## config.mk

```make
export PLATFORM = sky130hd
export DESIGN_NAME = multicycle_control
export DESIGN_NICKNAME = d
export VERILOG_FILES = /design/src/rtl/multicycle_control.sv
export SDC_FILE = /design/constraint.sdc
export NUM_CORES = 1
export LEC_CHECK = 0
export BUFFER_PORTS_ARGS = -buffer_cell sky130_fd_sc_hd__buf_2
export CORE_AREA = 5 5 50 52
export CTS_CLUSTER_SIZE = 40
export DETAILED_ROUTE_END_ITERATION = 10
export DIE_AREA = 0 0 55 57
export PLACE_DENSITY = 0.87
export SYNTH_ARGS = -nofsm -noshare
export SYNTH_HDL_FRONTEND = slang
export SYNTH_SLANG_ARGS = --single-unit
```

## constraint.sdc

```tcl
create_clock -name clk -period 4.1 [get_ports clk]
set_input_delay 0.205 -clock clk [delete_from_list [all_inputs] [get_ports clk]]
set_output_delay 0.205 -clock clk [all_outputs]
set_load 0.03 [all_outputs]
```

## src/rtl/multicycle_control.sv

```systemverilog
// multicycle_control
//   Control FSM for a multicycle RV32I-subset core. Sequences
//   IF -> ID -> EX -> (MEM) -> (WB), decodes the captured instruction
//   into the 4-bit ALU op in EX, and handshakes with the instruction
//   and data memories.
// Ports:
//   clk, rst          clock / asynchronous active-high reset
//   instr             instruction word from instruction memory
//   imem_ready        instr valid this cycle (captured in IF)
//   dmem_ready        data access completes this cycle
//   zero              ALU zero flag (branch resolution in EX)
//   alu_op, alu_src   ALU op code and op2 select (1 = immediate)
//   load_instr        IR / PC-hold capture strobe (asserted in IF)
//   mem_read/write    data memory requests (MEM)
//   mem_to_reg        writeback source is memory data
//   reg_write         register file write enable (WB)
//   pc_update, pc_src PC load enable / 1 = branch target
//   illegal           one-cycle pulse in EX for unsupported encodings
module multicycle_control #(
  parameter logic [3:0] ALU_AND = 4'b0000,
  parameter logic [3:0] ALU_OR  = 4'b0001,
  parameter logic [3:0] ALU_ADD = 4'b0010,
  parameter logic [3:0] ALU_SUB = 4'b0110,
  parameter logic [3:0] ALU_SLT = 4'b0100,
  parameter logic [3:0] ALU_SRL = 4'b1000,
  parameter logic [3:0] ALU_SLL = 4'b1001,
  parameter logic [3:0] ALU_SRA = 4'b1010,
  parameter logic [3:0] ALU_XOR = 4'b0101
) (
  input  logic        clk,
  input  logic        rst,
  input  logic [31:0] instr,
  input  logic        imem_ready,
  input  logic        dmem_ready,
  input  logic        zero,
  output logic [3:0]  alu_op,
  output logic        alu_src,
  output logic        load_instr,
  output logic        mem_read,
  output logic        mem_write,
  output logic        mem_to_reg,
  output logic        reg_write,
  output logic        pc_update,
  output logic        pc_src,
  output logic        illegal
);

  localparam logic [2:0] S_IF  = 3'd0;
  localparam logic [2:0] S_ID  = 3'd1;
  localparam logic [2:0] S_EX  = 3'd2;
  localparam logic [2:0] S_MEM = 3'd3;
  localparam logic [2:0] S_WB  = 3'd4;

  logic [2:0]  state, state_nxt;
  logic [31:0] ir;

  // ---------------- decode of the captured instruction ----------------
  logic [6:0] opcode;
  logic [2:0] funct3;
  logic       is_r, is_i, is_lw, is_sw, is_beq;
  logic [3:0] dec_op;

  assign opcode = ir[6:0];
  assign funct3 = ir[14:12];

  // funct3 011 (sltu/sltiu) is outside the supported subset.
  assign is_r   = (opcode == 7'b0110011) && (funct3 != 3'b011);
  assign is_i   = (opcode == 7'b0010011) && (funct3 != 3'b011);
  assign is_lw  = (opcode == 7'b0000011) && (funct3 == 3'b010);
  assign is_sw  = (opcode == 7'b0100011) && (funct3 == 3'b010);
  assign is_beq = (opcode == 7'b1100011) && (funct3 == 3'b000);

  // IR bits that never influence control; kept as a full 32-bit IR.
  logic unused_ir;
  assign unused_ir = ^{ir[31], ir[29:15], ir[11:7]};

  // Shared R/I funct3 map; IR[30] selects SUB only for R-type, while
  // SRA/SRL uses IR[30] for both forms.
  always_comb begin
    dec_op = ALU_ADD;
    case (funct3)
      3'b000:  dec_op = (is_r && ir[30]) ? ALU_SUB : ALU_ADD;
      3'b111:  dec_op = ALU_AND;
      3'b110:  dec_op = ALU_OR;
      3'b100:  dec_op = ALU_XOR;
      3'b010:  dec_op = ALU_SLT;
      3'b001:  dec_op = ALU_SLL;
      3'b101:  dec_op = ir[30] ? ALU_SRA : ALU_SRL;
      default: dec_op = ALU_ADD;
    endcase
  end

  // ---------------- state register + IR ----------------
  always_ff @(posedge clk or posedge rst) begin
    if (rst) begin
      state <= S_IF;
      ir    <= '0;
    end else begin
      state <= state_nxt;
      if (state == S_IF && imem_ready) ir <= instr;
    end
  end

  // ---------------- next state ----------------
  always_comb begin
    state_nxt = S_IF;
    case (state)
      S_IF:  state_nxt = imem_ready ? S_ID : S_IF;
      S_ID:  state_nxt = S_EX;
      S_EX: begin
        if (is_r || is_i)        state_nxt = S_WB;
        else if (is_lw || is_sw) state_nxt = S_MEM;
        else                     state_nxt = S_IF;
      end
      // Only LW/SW reach MEM; a store retires here, a load goes to WB.
      S_MEM: begin
        if (!dmem_ready) state_nxt = S_MEM;
        else             state_nxt = is_lw ? S_WB : S_IF;
      end
      S_WB:    state_nxt = S_IF;
      default: state_nxt = S_IF;
    endcase
  end

  // ---------------- outputs ----------------
  always_comb begin
    alu_op     = ALU_ADD;
    alu_src    = 1'b0;
    load_instr = 1'b0;
    mem_read   = 1'b0;
    mem_write  = 1'b0;
    mem_to_reg = 1'b0;
    reg_write  = 1'b0;
    pc_update  = 1'b0;
    pc_src     = 1'b0;
    illegal    = 1'b0;
    case (state)
      S_IF: load_instr = 1'b1;
      S_ID: ;
      S_EX: begin
        if (is_r) begin
          alu_op = dec_op;
        end else if (is_i) begin
          alu_op  = dec_op;
          alu_src = 1'b1;
        end else if (is_lw || is_sw) begin
          alu_src = 1'b1;
        end else if (is_beq) begin
          alu_op    = ALU_SUB;
          pc_update = 1'b1;
          pc_src    = zero;
        end else begin
          illegal   = 1'b1;
          pc_update = 1'b1;
        end
      end
      S_MEM: begin
        mem_read  = is_lw;
        mem_write = is_sw;
        pc_update = is_sw && dmem_ready;
      end
      S_WB: begin
        reg_write  = 1'b1;
        pc_update  = 1'b1;
        mem_to_reg = is_lw;
      end
      // Unencoded states look like reset for the one cycle they last.
      default: load_instr = 1'b1;
    endcase
  end

endmodule

```

==> results_dict.tcl, run 1 <==
set metrics [dict create \
    path_max_fanout 5 \
    yosysTopAreaCell "dfrtp_1" \
    portBuffers 28 \
    post-route-drc-count 0 \
    yosys_register_bits 14 \
    cp-start-kind "flip-flop" \
    synth_top_family_by_area "simple AND/OR/NAND/NOR gates" \
    dieArea_um2 3140 \
    yosysTopAreaCellShare_pct 40.1 \
    synthAdderAreaFrac_pct 0 \
    max_freq_mhz 434 \
    synth-async-reset-ratio_pct 100 \
    antenna_found_initial 0 \
    viasPerCell 5.41 \
    synth_cells 85 \
    routabilityCongestion 0.771 \
    post-cts-setup-buffers 0 \
    synth_cell_types 34 \
    timing.rr.start "state[2]" \
    grt_max_degree 15 \
    final_nets 151 \
    synthesis.nets 122 \
    die_w_um 55 \
    m1WireLength_um 727 \
    startpoint "ir[3]" \
    ir_drop_v 0.000345 \
    drt-initial-drc-count 17 \
    cp.required_ns 3.89 \
    cts-buffers-inserted 3 \
    drv_slew 0 \
    clkSinkCount 14 \
    die_h_um 57 \
    finalSetupViolCount 0 \
    routed.top_layer "met4" \
    tritoncts "done" \
    clkTransAtPathRegs_ns 0.07 \
    fin_crit_ns 2.31 \
    cts-root-buf "clkbuf_4" \
    slowest_delay_ns 0.46 \
    finalNonFillerCells 140 \
    yosysMostFrequentCell "dfrtp_1" \
    grt_util_all_layers_pct 13.7 \
    path_cells "nand4bb_1 > or3_4 > nand3b_1 > nor3b_1 > buf_2" \
    syn_area_per_cell_um2 10.3 \
    cp_slowest_cell "or3_4" \
    synth_commonest_cells "14 x dfrtp_1, 11 x mux2_2, 8 x nand2_1" \
    synth_edf_count 0 \
    maxCapViolations 0 \
    grt_pass1_vias 755 \
    row_count 17 \
    worst_pin_slew_ns 1.13 \
    yosys.area_share.simple_pct 29.6 \
    min-delay-start "instr[6]" \
    crit_path_end_kind "output pin" \
    vias 758 \
    synthXorXnorAreaFrac_pct 1.00 \
    muxShareOfSynthArea_pct 16.5 \
    worstSetupPathType "reg2out" \
    yosys-top-cells-area "dfrtp_1 40%, mux2_2 14%, nand2_1 3.4%" \
    syn-cell-area_um2 875 \
    power_density_nw_per_um2 621 \
    synth_ff_type "dfrtp_1" \
    hold_class "in2reg" \
    htree_levels 1 \
    synth_compound_area_share_pct 9.16 \
    cts_resized 0 \
    rsz0062_at_grt "false" \
    fin_skew_ns 0.00354 \
    start_util_pct 42.4 \
    path_buf_inv 1 \
    antenna_cells 0 \
    postRouteAntennaNets 0 \
    cts_buffer_depth 2 \
    synth_seq_area_share_pct 40.1 \
    insertion_delay_ns 0.28 \
    final_layout_size_suffix_gt1_share_pct 44.6 \
    routedWlPerCell_um 13.4 \
    wl_met3_um 153 \
    ctsHoldBuffers 1 \
    wirelength_um 1880 \
    area_growth_pct 21.6 \
    power.leakage_nw 0.466 \
    fin_tns_setup_ns 0 \
    met2WireLength_um 929 \
    status "finished, final reports clean" \
    grt_pass1_wl_um 3260 \
    hpwl_um 1530 \
    grt_overflow 0 \
    slew_headroom_pct 24.4 \
    ios 50 \
    finalHoldViolCount 0 \
    synth_warnings 0 \
    min_period_over_period_pct 56.3 \
    crit_family "simple AND/OR/NAND/NOR gates" \
    coreArea_um2 2060 \
    dr.pass1.iters 4 \
    worst_ep_arrival_time_ns 2.10 \
    dp_cells 136 \
]
## worst paths after layout
check	to	slack, ns	cells past startpoint
worst min register to register	ir[1]	0.51	1
min in group asynchronous	ir[30]	0.49	3
worst max-delay path	alu_op[3]	1.79	5
worst max register to register	ir[12]	2.04	2
worst min-delay path	ir[6]	0.15	2
max in group asynchronous	ir[3]	3.27	3
## final cells by class
class	instances	area (um2)
inverters	2	7.51
repair buffers	29	150
clock buffers	3	22.5
multi-input cells	64	498
well taps	28	35.0
flip-flops and latches	14	350
fillers	209	1000
## logic make-up after synthesis
kind of cell    after synthesis
flops                        14
compound gates               12
mux                          13
buf+inv                       7
xor+xnor                      1
simple gates                 38
## flip-flops by register name (all words and copies together), names as in the netlist
signal	flops
state	3
ir	11
## placed cells by master (no fill, tap or decap), types with 2 or more instances in the layout
cell | Yosys | final
a21oi_1 | 4 | 4
nand2_1 | 8 | 8
inv_1 | 2 | 2
mux2_2 | 11 | 11
nor3_1 | 3 | 3
nor3b_1 | 2 | 2
nor2_1 | 6 | 6
dfrtp_1 | 14 | 14
clkbuf_4 | 0 | 3
nand3b_1 | 3 | 3
o21ai_0 | 2 | 2
mux2i_1 | 2 | 2
nand2b_1 | 4 | 4
buf_2 | 2 | 28
## worst reg2reg max path, stage by stage, from the launching register on
cell and delay, ns:
dfrtp_1 0.50, nor4b_2 1.02, mux2_2 0.44
## routing by layer
layer / vias up / global-route usage [%]
met5: - / 0
met4: 0 / 8.33
met3: 9 / 3.39
met2: 34 / 20.4
met1: 356 / 17.3
li1: 359 / -
## metrics by stage
step                total power [W]  instance area (um2)  worst slack, ns  hold WS, ns  util (%)
detailed placement         0.000588                 1030             2.01        0.262      50.0
global route               0.000713                 1060             1.61        0.151      51.5
global placement           0.000563                 1030             2.09        0.238      50.0
floorplan                  0.000517                  875             1.86       0.0942         -
CTS                        0.000663                 1060             1.80        0.150      51.5
finish                     0.000661                 1060             1.79        0.149      51.5
## power breakdown
part	total, W	switching, W	internal (W)	leakage [nW]
logic	0.000288	0.000145	0.000143	0.285
registers	0.000297	0.0000955	0.000202	0.168
clock network	0.0000755	0.0000413	0.0000341	0.0138
total	0.000661	0.000282	0.000379	0.466
Note: power is estimated with default switching activity, not from simulation.
==> run 2: changes to the inputs <==
Settings changed: ABC_AREA from default to 1, CORE_AREA 5 5 50 52 to 5 5 53 55, DIE_AREA 0 0 55 57 to 0 0 58 60, PLACE_DENSITY 0.87 to 0.82.
Clock period 4.1 ns to 2.3 ns, I/O delays scaled along.
==> run 2 against run 1 <==
Register-to-register slack worse by 1.2 ns. Routed wire length down 2.8%. Largest cell class unchanged. Hold slack worse by 0.079 ns. Flip-flop and latch count unchanged. Largest power group is now combinational logic. Utilization down 2.4 points. Sequential power up 55%. Area after synthesis up 7.0%.
==> results_dict.tcl, run 2 <==
set metrics [dict create \
    cp.required_ns 2.18 \
    grt_overflow 0 \
    wirelength_um 1830 \
    clkSinkCount 14 \
    final_nets 199 \
    routabilityCongestion 0.870 \
    preCtsSetupSlack_ns 0.832 \
    htree_levels 1 \
    grt_pass1_vias 790 \
    finalSetupViolCount 0 \
    synth-async-reset-ratio_pct 100 \
    multi_input_area_um2 490 \
    reg_top3 "ir x11, state x3" \
    worst_pin_slew_ns 0.494 \
    grt_max_degree 15 \
    antenna_cells 0 \
    cts-buffers-inserted 3 \
    vias 858 \
    status "finished, final reports clean" \
    maxCapViolations 0 \
    yosys_register_bits 14 \
    dr.pass1.iters 4 \
    cts_resized 0 \
    timing.rr.start "state[0]" \
    start_util_pct 40.0 \
    fin_tns_setup_ns 0 \
    drt-initial-drc-count 22 \
    ir_drop_v 0.000553 \
    rr_endpoint "ir[14]" \
    hpwl_um 1550 \
    power_density_nw_per_um2 1040 \
    min_period_over_period_pct 75.2 \
    coreArea_um2 2340 \
    power.leakage_nw 0.615 \
    regArea_um2 350 \
    drv_slew 0 \
    hold_end "ir[1]" \
    final_layout_size_suffix_gt1_share_pct 36.0 \
    fin_crit_ns 1.73 \
    dieArea_um2 3480 \
    portBuffers 28 \
    insertion_delay_ns 0.27 \
    row_count 18 \
    nFillCells 261 \
    routedWlPerCell_um 9.55 \
    r2r_slack_ns 0.84 \
    reg2reg_depth 5 \
    synth_edf_count 0 \
    path_max_fanout 6 \
    finalHoldViolCount 0 \
    largest_reg_flops 11 \
    worstSetupPathType "reg2out" \
    postRouteAntennaNets 0 \
    post-route-drc-count 0 \
    hold_class "in2reg" \
    fin_ws_ns 0.570 \
    final_common_cell "buf_2" \
    synth_cell_types 20 \
    cp-start-kind "flip-flop" \
    min-delay-start "instr[1]" \
    cts_buffer_depth 2 \
    regMostFlops "ir" \
    antenna_found_initial 0 \
    synth_warnings 0 \
    cts-root-buf "clkbuf_4" \
    clkTransAtPathRegs_ns 0.08 \
    grt_pass1_wl_um 3190 \
    syn_area_per_cell_um2 7.26 \
    slew_headroom_pct 67.0 \
    rsz0062_at_grt "false" \
    grt_util_all_layers_pct 11.4 \
    worst_ep_arrival_time_ns 1.61 \
    syn-cell-area_um2 936 \
    synth_commonest_cells "24 x nand2_1, 24 x nor2_1, 14 x dfrtp_1, 14 x inv_1" \
    yosysTopAreaCell "dfrtp_1" \
    ios 50 \
    max_freq_mhz 578 \
    synth_seq_area_share_pct 37.4 \
    synthesis.nets 166 \
    synth_ff_type "dfrtp_1" \
    die_w_um 58 \
    final_cell_mix "28 x buf_2, 24 x nor2_1, 24 x nand2_1" \
    die_h_um 60 \
    whs_path_depth 2 \
    crit_path_end_kind "output pin" \
    synth_cells 129 \
    tritoncts "done" \
    viasPerCell 4.49 \
    yosys-top-cells-area "dfrtp_1 37%, nand2_1 9.6%, nor2_1 9.6%" \
    yosysTopAreaCellShare_pct 37.4 \
    area_growth_pct 23.0 \
    fin_skew_ns 0.00271 \
]
## run 2: changes by cell type after synthesis, moves of 3 or more
cell and delta:
inv_2 +7, nand2b_1 -4, nand3_2 +4, nand2_1 +16
a21oi_1 +5, nand3b_1 -3, mux2_4 +3, nand3_1 +9
nor2_1 +18, mux2_2 -11, nor2_2 +6, inv_1 +12
## run 2: layer usage
layer	global-route usage, %	part of all wire, %	vias to the layer above
li1	-	-	468
met1	15.9	51	369
met2	18.7	42	21
met3	1.51	6.8	0
met4	2.98	0	0
met5	0	0	-
## run 2: worst max-delay path by stage
stage,to,from,cells past startpoint
final,alu_op[0],state[2],6
after global routing,alu_op[3],state[2],6
after CTS,alu_op[0],state[2],6
after detailed placement,ir[14],state[0],5
after global placement,ir[14],state[0],5
after floorplan,illegal,state[2],3
## run 2: cell type report
type	instances	area share [%]
flip-flops and latches	14	30.4
clock buffers	4	3.15
well taps	30	3.26
repair buffers	30	13.7
multi-input cells	92	42.6
inverters	21	6.85
## run 2: repair_timing
| action | in CTS | in global routing |
|---|---|---|
| hold endpoints to repair | 14 | 0 |
| hold buffers | 1 | 0 |
| setup buffers | 0 | 0 |
## run 2: power breakdown
group | total (W) | internal (W) | switching, W
Combinational | 0.000571 | 0.000211 | 0.000360
Sequential | 0.000460 | 0.000356 | 0.000105
Clock | 0.000169 | 0.0000961 | 0.0000731
## run 2: per-stage QoR
stage          std cells  util, %  power, W  area [um2]  hold WS [ns]
4_1_cts              191     49.1   0.00121        1150        0.0637
2_1_floorplan        129        -  0.000925         936       0.00422
5_1_grt              191     49.1   0.00131        1150        0.0574
3_3_place_gp         186     47.2   0.00103        1100         0.162
6_report             191     49.1   0.00120        1150        0.0696
3_5_place_dp         186     47.2   0.00104        1100         0.167
## run 2: kinds of logic (layout without fill, tap and decap cells)
family,count (synthesis),after routing,share of synthesized area (%)
simple gates,77,77,40.9
compound gates,12,12,6.68
buf+inv,23,55,10.2
mux,3,3,4.81
flops,14,14,37.4
## run 2: critical path: stages, from the launching register on
cell and delay (ns):
dfrtp_1 0.43, nor3_4 0.31, nand3_2 0.11, nor2_2 0.15, inv_2 0.07, nor2_1 0.08, buf_2 0.20
==> run 3: changes to the inputs <==
Settings changed: ABC_AREA 1 to 0, CORE_AREA 5 5 53 55 to 5 5 52 54, DIE_AREA 0 0 58 60 to 0 0 57 59.
Clock period 2.3 ns to 1.65 ns, I/O delays scaled along.
==> run 3 against run 2 <==
The run now ends with setup timing left. Non-clock buffer count rose by 22. Flip-flop and latch count unchanged. Clock power is 40% higher. Largest power group unchanged.
==> results_dict.tcl, run 3 (same netlist as run 1, synthesis figures left out) <==
set metrics [dict create \
    max_freq_mhz 505 \
    post-route-drc-count 0 \
    slew_headroom_pct 65.5 \
    clkSinkCount 14 \
    htree_levels 1 \
    timing.rr.start "ir[14]" \
    die_w_um 57 \
    min-delay-start "instr[30]" \
    min_period_over_period_pct 120 \
    finalNonFillerCells 164 \
    hpwl_um 1720 \
    final_common_cell "buf_4" \
    cts-root-buf "clkbuf_4" \
    fin_crit_ns 1.98 \
    reg2reg_depth 5 \
    rr_endpoint "state[1]" \
    power.leakage_nw 0.646 \
    holdWs_ns 0.0401 \
    grt_overflow 0 \
    postRouteAntennaNets 0 \
    worst_ep_arrival_time_ns 1.90 \
    fin_skew_ns 0.00364 \
    cp-start-kind "flip-flop" \
    nFillCells 166 \
    final_layout_size_suffix_gt1_share_pct 68.4 \
    cts_buffer_depth 2 \
    worstSetupPathType "reg2out" \
    final_cell_mix "25 x buf_4, 17 x buf_2, 13 x dfrtp_1" \
    regMostFlops "ir" \
    preCtsSetupSlack_ns -0.0933 \
    status "complete, but fails checks" \
    antenna_cells 0 \
    r2r_slack_ns 0.02 \
    portBuffers 28 \
    tritoncts "done" \
    hold_class "in2reg" \
    vias 826 \
    drv_slew 0 \
    grt_util_all_layers_pct 14.7 \
    area_growth_pct 67.7 \
    finalHoldViolCount 0 \
    routedWlPerCell_um 15.6 \
    row_count 17 \
    maxCapViolations 0 \
    routabilityCongestion 0.842 \
    dp_cells 152 \
    path_max_fanout 6 \
    cts-buffers-inserted 3 \
    cp.required_ns 1.57 \
    crit_end "alu_op[3]" \
    insertion_delay_ns 0.27 \
    startpoint "state[1]" \
    grt_max_degree 15 \
    largest_reg_flops 11 \
    ios 50 \
    viasPerCell 5.04 \
    coreArea_um2 2170 \
    violations "setup timing" \
    die_h_um 59 \
    clkTransAtPathRegs_ns 0.08 \
    finalSetupViolCount 11 \
    drt-initial-drc-count 7 \
    crit_path_end_kind "output pin" \
    antenna_found_initial 0 \
    dieArea_um2 3360 \
    ir_drop_v 0.000956 \
    wirelength_um 2570 \
    grt_pass1_vias 886 \
    fin_ws_ns -0.331 \
    start_util_pct 40.3 \
    worst_pin_slew_ns 0.517 \
    dr.pass1.iters 4 \
    rsz0062_at_grt "true" \
    power_density_nw_per_um2 1560 \
    whs_path_depth 2 \
    grt_pass1_wl_um 3970 \
    final_nets 174 \
    reg_top3 "ir x11, state x3" \
]
run 3: changes by cell type in the layout (fill, tap and decap cells not counted), moves of 9 or more:
cell     previous run  this run
buf_2              28        17
inv_1              14         2
nand3_1             9         0
nor2_1             24         4
nand2_1            24         7
buf_4               1        25
buf_6               0         9
mux2_2              0        11
run 3: metrics by stage:
stage	area (um2)	util [%]	power [W]	TNS, ns
2_1_floorplan	908	-	0.00132	-0.661
3_3_place_gp	1180	54.6	0.00162	-0.0706
3_5_place_dp	1180	54.6	0.00168	-0.302
4_1_cts	1410	64.9	0.00213	-2.44
5_1_grt	1470	67.6	0.00245	-3.30
6_report	1470	67.6	0.00229	-2.21
run 3: cell type report:
class	count	area, um2	share of cell area (%)
Clock buffer	4	36.3	2.47
Inverter	2	7.51	0.512
Tap cell	28	35.0	2.39
Multi-Input combinational cell	64	652	44.5
Sequential cell	14	352	24.0
Timing Repair Buffer	52	384	26.2
run 3: worst min-delay path by stage:
stage / endpoint / slack [ns]
after floorplan: ir[0] / -0.03
after global placement: ir[30] / 0.12
after detailed placement: ir[5] / 0.13
after CTS: ir[30] / 0.04
after global routing: ir[2] / 0.02
final: ir[30] / 0.04
run 3: power by group:
group	internal (W)	switching [W]
clock	0.000134	0.000102
sequential	0.000504	0.000196
combinational	0.000696	0.000661
total	0.00133	0.000959
run 3: worst max-delay path, stage by stage, from the launching register on:
cell and delay [ns]:
dfrtp_1 0.47, nand2b_1 0.13, or3_4 0.39, nand3b_1 0.24
nor3b_2 0.21, buf_4 0.19
run 3: metal layers:
| metal | wire [um] | global-route usage, % | up-vias | share of wire, % |
|---|---|---|---|---|
| met1 | 1000 | 17.4 | 396 | 39 |
| met3 | 119 | 2.18 | 0 | 4.6 |
| met4 | 0 | 4.30 | 0 | 0 |
| li1 | - | - | 408 | - |
| met5 | 0 | 0 | - | 0 |
| met2 | 1440 | 27.2 | 22 | 56 |
run 3: what timing repair did:
action | 4_1_cts | 5_1_grt
pin swaps | 10 | 9
hold buffers | 1 | 0
buffers inserted | 6 | 5
setup endpoints to repair | 11 | 13
gates resized for setup | 31 | 13
endpoints found under the hold margin | 14 | 0
